File: config.mk
export PLATFORM = sky130hd
export DESIGN_NAME = pipeline_hazard_ctrl_flat
export DESIGN_NICKNAME = d
export VERILOG_FILES = /design/src/rtl/pipeline_hazard_ctrl_if.sv /design/src/rtl/pipeline_hazard_ctrl.sv /design/src/flat_wrapper.sv
export SDC_FILE = /design/constraint.sdc
export NUM_CORES = 1
export LEC_CHECK = 0
export BUFFER_PORTS_ARGS = -buffer_cell sky130_fd_sc_hd__clkbuf_2
export CORE_ASPECT_RATIO = 1.2
export CORE_UTILIZATION = 30
export CTS_CLUSTER_SIZE = 24
export DETAILED_ROUTE_END_ITERATION = 10
export GPL_TIMING_DRIVEN = 0
export PLACE_DENSITY = 0.54
export SLEW_MARGIN = 10
export SYNTH_ARGS = -nofsm -noshare
export SYNTH_HDL_FRONTEND = slang
export SYNTH_SLANG_ARGS = --single-unit
File: constraint.sdc
create_clock -name clk -period 4.8 [get_ports clk]
set_clock_uncertainty 0.1 [all_clocks]
set_input_delay 1.2 -clock clk [delete_from_list [all_inputs] [get_ports clk]]
set_output_delay 1.2 -clock clk [all_outputs]
set_load 0.005 [all_outputs]
File: src/rtl/pipeline_hazard_ctrl_if.sv
// Pipeline-side signal bundle for the hazard controller: decode/EX/MEM status
// inward, per-stage stall/flush/redirect controls outward.
interface pipeline_hazard_ctrl_if;
  logic [4:0] id_rs1;
  logic [4:0] id_rs2;
  logic       id_use_rs1;
  logic       id_use_rs2;
  logic [4:0] ex_rd;
  logic       ex_is_load;
  logic       ex_br_valid;
  logic       ex_br_pred;
  logic       ex_br_actual;
  logic       ex_jalr;
  // Memory handshake: an access is outstanding in every cycle mem_req is high.
  // It completes in the cycle where mem_req and mem_ready are both high.
  // mem_ready without mem_req carries no meaning.
  logic       mem_req;
  logic       mem_ready;
  logic       pc_stall;
  logic       if_id_stall;
  logic       id_ex_stall;
  logic       ex_mem_stall;
  logic       if_id_flush;
  logic       id_ex_flush;
  logic       mem_wb_flush;
  logic       pc_redirect;

  modport master (
    output id_rs1, id_rs2, id_use_rs1, id_use_rs2, ex_rd, ex_is_load,
           ex_br_valid, ex_br_pred, ex_br_actual, ex_jalr, mem_req, mem_ready,
    input  pc_stall, if_id_stall, id_ex_stall, ex_mem_stall,
           if_id_flush, id_ex_flush, mem_wb_flush, pc_redirect
  );

  modport slave (
    input  id_rs1, id_rs2, id_use_rs1, id_use_rs2, ex_rd, ex_is_load,
           ex_br_valid, ex_br_pred, ex_br_actual, ex_jalr, mem_req, mem_ready,
    output pc_stall, if_id_stall, id_ex_stall, ex_mem_stall,
           if_id_flush, id_ex_flush, mem_wb_flush, pc_redirect
  );
endinterface

File: src/rtl/pipeline_hazard_ctrl.sv
// Central stall/flush sequencer: memory freeze > redirect > load-use, with a
// bounded memory wait and saturating performance counters.
module pipeline_hazard_ctrl #(
  parameter int CNT_W       = 32,
  parameter int MEM_TIMEOUT = 15
) (
  input  logic                      clk,
  input  logic                      rst,
  pipeline_hazard_ctrl_if.slave     pif,
  output logic                      mem_timeout_err,
  output logic [CNT_W-1:0]          perf_branches,
  output logic [CNT_W-1:0]          perf_mispredicts,
  output logic [CNT_W-1:0]          perf_stall_cycles,
  output logic                      dbg_state
);
  typedef enum logic {RUN = 1'b0, MEM_WAIT = 1'b1} state_t;

  localparam logic [7:0]       TMO     = 8'(MEM_TIMEOUT);
  localparam logic [CNT_W-1:0] CNT_MAX = '1;

  state_t     state, state_nxt;
  logic [7:0] wcnt, wcnt_nxt;
  logic       mispredict, redirect, load_use, lu_stall;
  logic       timeout_now, freeze;

  assign mispredict = pif.ex_br_valid & (pif.ex_br_pred ^ pif.ex_br_actual);
  assign redirect   = mispredict | pif.ex_jalr;
  assign load_use   = pif.ex_is_load & (pif.ex_rd != 5'd0) &
                      ((pif.id_use_rs1 & (pif.id_rs1 == pif.ex_rd)) |
                       (pif.id_use_rs2 & (pif.id_rs2 == pif.ex_rd)));

  // The timeout cycle itself is released so the abandoned access drains as a bubble.
  assign timeout_now = (state == MEM_WAIT) & pif.mem_req & ~pif.mem_ready & (wcnt == TMO);
  assign freeze      = pif.mem_req & ~pif.mem_ready & ~mem_timeout_err & ~timeout_now;
  assign lu_stall    = ~freeze & ~redirect & load_use;
  assign dbg_state   = (state == MEM_WAIT);

  always_comb begin
    pif.pc_stall     = 1'b0;
    pif.if_id_stall  = 1'b0;
    pif.id_ex_stall  = 1'b0;
    pif.ex_mem_stall = 1'b0;
    pif.if_id_flush  = 1'b0;
    pif.id_ex_flush  = 1'b0;
    pif.mem_wb_flush = 1'b0;
    pif.pc_redirect  = 1'b0;
    if (freeze) begin
      pif.pc_stall     = 1'b1;
      pif.if_id_stall  = 1'b1;
      pif.id_ex_stall  = 1'b1;
      pif.ex_mem_stall = 1'b1;
      pif.mem_wb_flush = 1'b1;
    end else begin
      pif.mem_wb_flush = timeout_now;
      if (redirect) begin
        pif.pc_redirect = 1'b1;
        pif.if_id_flush = 1'b1;
        pif.id_ex_flush = 1'b1;
      end else if (load_use) begin
        pif.pc_stall    = 1'b1;
        pif.if_id_stall = 1'b1;
        pif.id_ex_flush = 1'b1;
      end
    end
  end

  always_comb begin
    state_nxt = state;
    wcnt_nxt  = wcnt;
    case (state)
      RUN: begin
        if (freeze) begin
          state_nxt = MEM_WAIT;
          wcnt_nxt  = 8'd1;
        end
      end
      MEM_WAIT: begin
        if (freeze) begin
          wcnt_nxt = wcnt + 8'd1;
        end else begin
          state_nxt = RUN;
          wcnt_nxt  = 8'd0;
        end
      end
      default: begin
        state_nxt = RUN;
        wcnt_nxt  = 8'd0;
      end
    endcase
  end

  function automatic logic [CNT_W-1:0] sat_inc(input logic [CNT_W-1:0] v, input logic en);
    return (en && (v != CNT_MAX)) ? v + 1'b1 : v;
  endfunction

  always_ff @(posedge clk) begin
    if (rst) begin
      state             <= RUN;
      wcnt              <= 8'd0;
      mem_timeout_err   <= 1'b0;
      perf_branches     <= '0;
      perf_mispredicts  <= '0;
      perf_stall_cycles <= '0;
    end else begin
      state           <= state_nxt;
      wcnt            <= wcnt_nxt;
      mem_timeout_err <= mem_timeout_err | timeout_now;
      if (freeze) begin
        perf_stall_cycles <= sat_inc(perf_stall_cycles, 1'b1);
      end else begin
        perf_branches     <= sat_inc(perf_branches, pif.ex_br_valid);
        perf_mispredicts  <= sat_inc(perf_mispredicts, mispredict);
        perf_stall_cycles <= sat_inc(perf_stall_cycles, lu_stall);
      end
    end
  end
endmodule

File: src/flat_wrapper.sv
// flat-port wrapper written by rule: the top's interface ports become plain ports
module pipeline_hazard_ctrl_flat 
#(
  parameter int CNT_W       = 32,
  parameter int MEM_TIMEOUT = 15
)
  (clk, rst, mem_timeout_err, perf_branches, perf_mispredicts, perf_stall_cycles, dbg_state, pif_id_rs1, pif_id_rs2, pif_id_use_rs1, pif_id_use_rs2, pif_ex_rd, pif_ex_is_load, pif_ex_br_valid, pif_ex_br_pred, pif_ex_br_actual, pif_ex_jalr, pif_mem_req, pif_mem_ready, pif_pc_stall, pif_if_id_stall, pif_id_ex_stall, pif_ex_mem_stall, pif_if_id_flush, pif_id_ex_flush, pif_mem_wb_flush, pif_pc_redirect);
  pipeline_hazard_ctrl_if pif_i ();
  input  logic clk;
  input  logic rst;
  output logic mem_timeout_err;
  output logic [CNT_W-1:0] perf_branches;
  output logic [CNT_W-1:0] perf_mispredicts;
  output logic [CNT_W-1:0] perf_stall_cycles;
  output logic dbg_state;
  input wire logic [$bits(pif_i.id_rs1)-1:0] pif_id_rs1;
  input wire logic [$bits(pif_i.id_rs2)-1:0] pif_id_rs2;
  input wire logic [$bits(pif_i.id_use_rs1)-1:0] pif_id_use_rs1;
  input wire logic [$bits(pif_i.id_use_rs2)-1:0] pif_id_use_rs2;
  input wire logic [$bits(pif_i.ex_rd)-1:0] pif_ex_rd;
  input wire logic [$bits(pif_i.ex_is_load)-1:0] pif_ex_is_load;
  input wire logic [$bits(pif_i.ex_br_valid)-1:0] pif_ex_br_valid;
  input wire logic [$bits(pif_i.ex_br_pred)-1:0] pif_ex_br_pred;
  input wire logic [$bits(pif_i.ex_br_actual)-1:0] pif_ex_br_actual;
  input wire logic [$bits(pif_i.ex_jalr)-1:0] pif_ex_jalr;
  input wire logic [$bits(pif_i.mem_req)-1:0] pif_mem_req;
  input wire logic [$bits(pif_i.mem_ready)-1:0] pif_mem_ready;
  output wire logic [$bits(pif_i.pc_stall)-1:0] pif_pc_stall;
  output wire logic [$bits(pif_i.if_id_stall)-1:0] pif_if_id_stall;
  output wire logic [$bits(pif_i.id_ex_stall)-1:0] pif_id_ex_stall;
  output wire logic [$bits(pif_i.ex_mem_stall)-1:0] pif_ex_mem_stall;
  output wire logic [$bits(pif_i.if_id_flush)-1:0] pif_if_id_flush;
  output wire logic [$bits(pif_i.id_ex_flush)-1:0] pif_id_ex_flush;
  output wire logic [$bits(pif_i.mem_wb_flush)-1:0] pif_mem_wb_flush;
  output wire logic [$bits(pif_i.pc_redirect)-1:0] pif_pc_redirect;
  assign pif_i.id_rs1 = pif_id_rs1;
  assign pif_i.id_rs2 = pif_id_rs2;
  assign pif_i.id_use_rs1 = pif_id_use_rs1;
  assign pif_i.id_use_rs2 = pif_id_use_rs2;
  assign pif_i.ex_rd = pif_ex_rd;
  assign pif_i.ex_is_load = pif_ex_is_load;
  assign pif_i.ex_br_valid = pif_ex_br_valid;
  assign pif_i.ex_br_pred = pif_ex_br_pred;
  assign pif_i.ex_br_actual = pif_ex_br_actual;
  assign pif_i.ex_jalr = pif_ex_jalr;
  assign pif_i.mem_req = pif_mem_req;
  assign pif_i.mem_ready = pif_mem_ready;
  assign pif_pc_stall = pif_i.pc_stall;
  assign pif_if_id_stall = pif_i.if_id_stall;
  assign pif_id_ex_stall = pif_i.id_ex_stall;
  assign pif_ex_mem_stall = pif_i.ex_mem_stall;
  assign pif_if_id_flush = pif_i.if_id_flush;
  assign pif_id_ex_flush = pif_i.id_ex_flush;
  assign pif_mem_wb_flush = pif_i.mem_wb_flush;
  assign pif_pc_redirect = pif_i.pc_redirect;
  pipeline_hazard_ctrl #(.CNT_W(CNT_W), .MEM_TIMEOUT(MEM_TIMEOUT)) u_core (.clk(clk), .rst(rst), .pif(pif_i), .mem_timeout_err(mem_timeout_err), .perf_branches(perf_branches), .perf_mispredicts(perf_mispredicts), .perf_stall_cycles(perf_stall_cycles), .dbg_state(dbg_state));
endmodule
==> results.txt <==
----------------------------------------------------
[CTS]
  Depth of the CTS H-tree ... 3
  Postcts setup bufs ... 0
  CTS Hold Buffers Added ... 0
  Number of buffers created by CTS ... 9
  Cell at the root of the clock tree ... sky130_fd_sc_hd__clkbuf_16
  Clock tree from TritonCTS ... built
  Clock-pin slew of the registers on the worst-case setup and hold paths ... 0.07 ns
  Number of clock sinks ... ~110
  Maximum clock insertion buffer count ... 2
  Post-cts sizing count ... 0
  Worst-Skew Late Latency ... 0.36 ns

[Pwr]
  Static leakage ... 0.00245 µW
  Power density over the cells ... 252 nW/µm²
  Maximum vdd ir drop ... 0.160 mV

[Place]
  RD Place Congestion ... 0.809
  I/O Buffers ... between 100 and 150
  HPWL after DPL ... around 12000 µm
  Post-placement cell area ... 6510 µm²

[Drt]
  WL per Instance ... 15.1 µm
  DR iter-0 viols ... 210
  Vias per cell ... 5.13
  Number of design rule violations left after detail routing ... 0
  Remaining number of nets flagged by the antenna check after routing ... 0
  Via count ... 5325
  Routed wire length ... ~16000 µm
  Pre-Repair DR Iteration Count ... 4

[STA]
  Tightest slew margin relative to the limit ... 38.0%
  Setup repair after global routing missed its margin ... no
  Max Slew Vio Count ... 0
  Maximum clock rate ... approximately 230 MHz
  Setup_tns ... 0 ns
  Final hold vios ... 0
  Setup-violating endpoint count in the final report ... 0
  Time the final worst path needs with I/O delays and setup ... 4.40 ns
  Actual transition at the worst max-transition pin ... 0.923 ns
  Final cycle utilization of the critical path ... 91.6%

[Run status]
  Outcome ... complete, no violations

[Final layout]
  Highest-count cells in the layout ignoring fill and taps ... sky130_fd_sc_hd__clkbuf_2 (132), sky130_fd_sc_hd__dfxtp_1 (106), sky130_fd_sc_hd__nor2_1 (90)
  Final design area excluding fillers ... 6790 µm²
  Count of inserted antenna diode cells ... 0
  Total Nets Final ... 840
  Commonest non-fill, non-tap cell in the layout ... sky130_fd_sc_hd__clkbuf_2
  Area growth syn-to-layout ... 21.8%
  Proportion of layout cells with a drive suffix above 1 ... 22.2%

[Synthesis]
  Netlist area before placement ... 5570 µm²
  Post-synthesis instance total ... ~670
  Average cell area after synthesis ... approximately 8.3 µm²
  Register area share after synthesis ... 38.1%
  Yosys warns ... 0
  Post-synth cell types ... between 50 and 60
  Async SR Flop Fraction ... 0%
  Post-synth EDFFs ... 0
  Synthesized netlist net count ... 698
  Post-synthesis sequential element count ... between 100 and 150
  Dominant register cell in the synthesized netlist ... sky130_fd_sc_hd__dfxtp_1

[GRT]
  Aggregate global routing overflow ... 0
  First-pass GRT wire length ... 25800 µm
  Vias in the first global route ... 4998
  Maximum number of pins on one net before global-route repair ... 18
  Total routing resource utilization after global routing ... 16.9%
  Number of antenna violations at the first check in global routing ... 1

[Critical path]
  Launching element type of the critical path ... input port
  Data required time of the critical path ... ~3.5 ns
  Crit. End Element ... primary output
  Crit Path Max Fanout ... 10
  Critical path launch point ... pif_ex_rd[0]
  Crit Reg-Reg Endpoint ... u_core.perf_branches[12]
  Critical Path End ... pif_pc_stall
  Critical path class ... input port to primary output
  Worst R2R Setup Slack ... a little under 2 ns
  Reg2Reg Launch Point ... u_core.perf_branches[16]
  Critical Path AT ... 3.10 ns
  Worst reg2reg path depth ... 7

[Floorplan]
  Chip height ... 151 µm
  Die footprint ... 19100 µm²
  Core Area ... 18200 µm²
  # IOs ... around 130
  Number of core rows ... 54
  Horizontal extent of the die ... ~130 µm
  Starting Density ... 30.7%

[Run]
  Max-cap violations ... 0

[Hold path]
  Type of the worst min-delay path ... flop to flop

----------------------------------------------------
==> worst max-delay path, cell delays in order <==
cell and delay (ns):
sky130_fd_sc_hd__clkbuf_2 0.12, sky130_fd_sc_hd__or4_1 0.52, sky130_fd_sc_hd__o21a_1 0.22, sky130_fd_sc_hd__a31oi_4 0.29
sky130_fd_sc_hd__buf_4 0.24, sky130_fd_sc_hd__buf_4 0.19, sky130_fd_sc_hd__inv_1 0.09, sky130_fd_sc_hd__buf_4 0.13
sky130_fd_sc_hd__clkbuf_2 0.10
==> cells by family after synthesis <==
group / Yosys count / share of synthesized area (%)
AO/OA/AOI/OAI: 84 / 9.83
XOR/XNOR: 74 / 11.6
adder cells (fa/ha/maj): 4 / 0.898
buffers and inverters: 48 / 4.06
flip-flops: 106 / 38.1
multiplexers: 3 / 0.606
AND/OR/NAND/NOR: 349 / 34.9
==> cells in the mapped netlist (3+ instances only) <==
cell type	number	area share, %
sky130_fd_sc_hd__a21oi_1	37	3.3
sky130_fd_sc_hd__and2_1	6	0.67
sky130_fd_sc_hd__and3_1	18	2.0
sky130_fd_sc_hd__and4_1	14	2.2
sky130_fd_sc_hd__buf_2	8	0.72
sky130_fd_sc_hd__buf_4	8	1.1
sky130_fd_sc_hd__clkbuf_1	20	1.3
sky130_fd_sc_hd__dfxtp_1	106	38
sky130_fd_sc_hd__ha_1	4	0.90
sky130_fd_sc_hd__inv_1	9	0.61
sky130_fd_sc_hd__mux2_2	3	0.61
sky130_fd_sc_hd__nand2_1	47	3.2
sky130_fd_sc_hd__nand3_1	38	3.4
sky130_fd_sc_hd__nand4_1	38	4.3
sky130_fd_sc_hd__nand4b_1	4	0.63
sky130_fd_sc_hd__nor2_1	90	6.1
sky130_fd_sc_hd__nor3_1	26	2.3
sky130_fd_sc_hd__nor3b_1	4	0.54
sky130_fd_sc_hd__nor4_1	8	0.90
sky130_fd_sc_hd__nor4b_1	4	0.63
sky130_fd_sc_hd__o21ai_0	8	0.72
sky130_fd_sc_hd__o31ai_1	22	3.0
sky130_fd_sc_hd__o41ai_1	5	0.79
sky130_fd_sc_hd__or3_1	5	0.56
sky130_fd_sc_hd__or4_1	25	3.4
sky130_fd_sc_hd__or4b_1	3	0.54
sky130_fd_sc_hd__xnor2_1	43	6.8
sky130_fd_sc_hd__xor2_1	31	4.9
==> per-layer routing <==
layer  up-vias  part of all wire (%)  global-route usage [%]
met2       109                    47                    27.9
met1      2484                    47                    21.6
met4         0                   1.6                    6.33
met3        16                   5.2                    3.64
met5         -                     0                       0
li1       2716                     -                       -
==> state kept, by name (all words and copies together) (netlist names) <==
name	cells
u_core.dbg_state	1
u_core.perf_stall_cycles	32
u_core.perf_branches	32
u_core.wcnt	8
u_core.mem_timeout_err	1
u_core.perf_mispredicts	32
==> where the power goes <==
| group | internal (µW) | switching [µW] | total [µW] |
|---|---|---|---|
| sequential | 883 | 6.43 | 890 |
| clock | 369 | 344 | 713 |
| combinational | 38.6 | 66.9 | 106 |
==> per-stage QoR <==
stage | instances | total power [µW] | hold slack (ns) | setup slack (ns) | utilization, %
finish | 1039 | 1710 | 0.400 | 0.403 | 37.4
detailed placement | 1023 | 1020 | 0.392 | 0.380 | 35.8
global placement | 1023 | 1020 | 0.396 | 0.382 | 35.8
CTS | 1039 | 1730 | 0.403 | 0.378 | 37.4
global route | 1039 | 1770 | 0.425 | 0.294 | 37.4
floorplan | 668 | 970 | 0.371 | 0.840 | -
==> how the worst min path moves through the flow <==
stage,startpoint,to,depth (start not counted),slack (ns)
global route,u_core.perf_stall_cycles[10],u_core.perf_stall_cycles[10],2,0.42
CTS,u_core.perf_stall_cycles[10],u_core.perf_stall_cycles[10],2,0.40
detailed placement,u_core.perf_stall_cycles[10],u_core.perf_stall_cycles[10],2,0.39
floorplan,u_core.perf_stall_cycles[26],u_core.perf_stall_cycles[26],2,0.37
finish,u_core.perf_stall_cycles[10],u_core.perf_stall_cycles[10],2,0.40
global placement,u_core.perf_stall_cycles[10],u_core.perf_stall_cycles[10],2,0.40
==> area by class of cell <==
type                    instances  area [µm²]
plain buffers                  38         184
repair buffers                131         656
clock inverters                 5        37.5
clock buffers                  11         243
fillers                      1901       11400
well taps                     224         280
inverters                      10        42.5
multi-input cells             514        3220
flip-flops and latches        106        2120
Note: power is estimated with default switching activity, not from simulation.
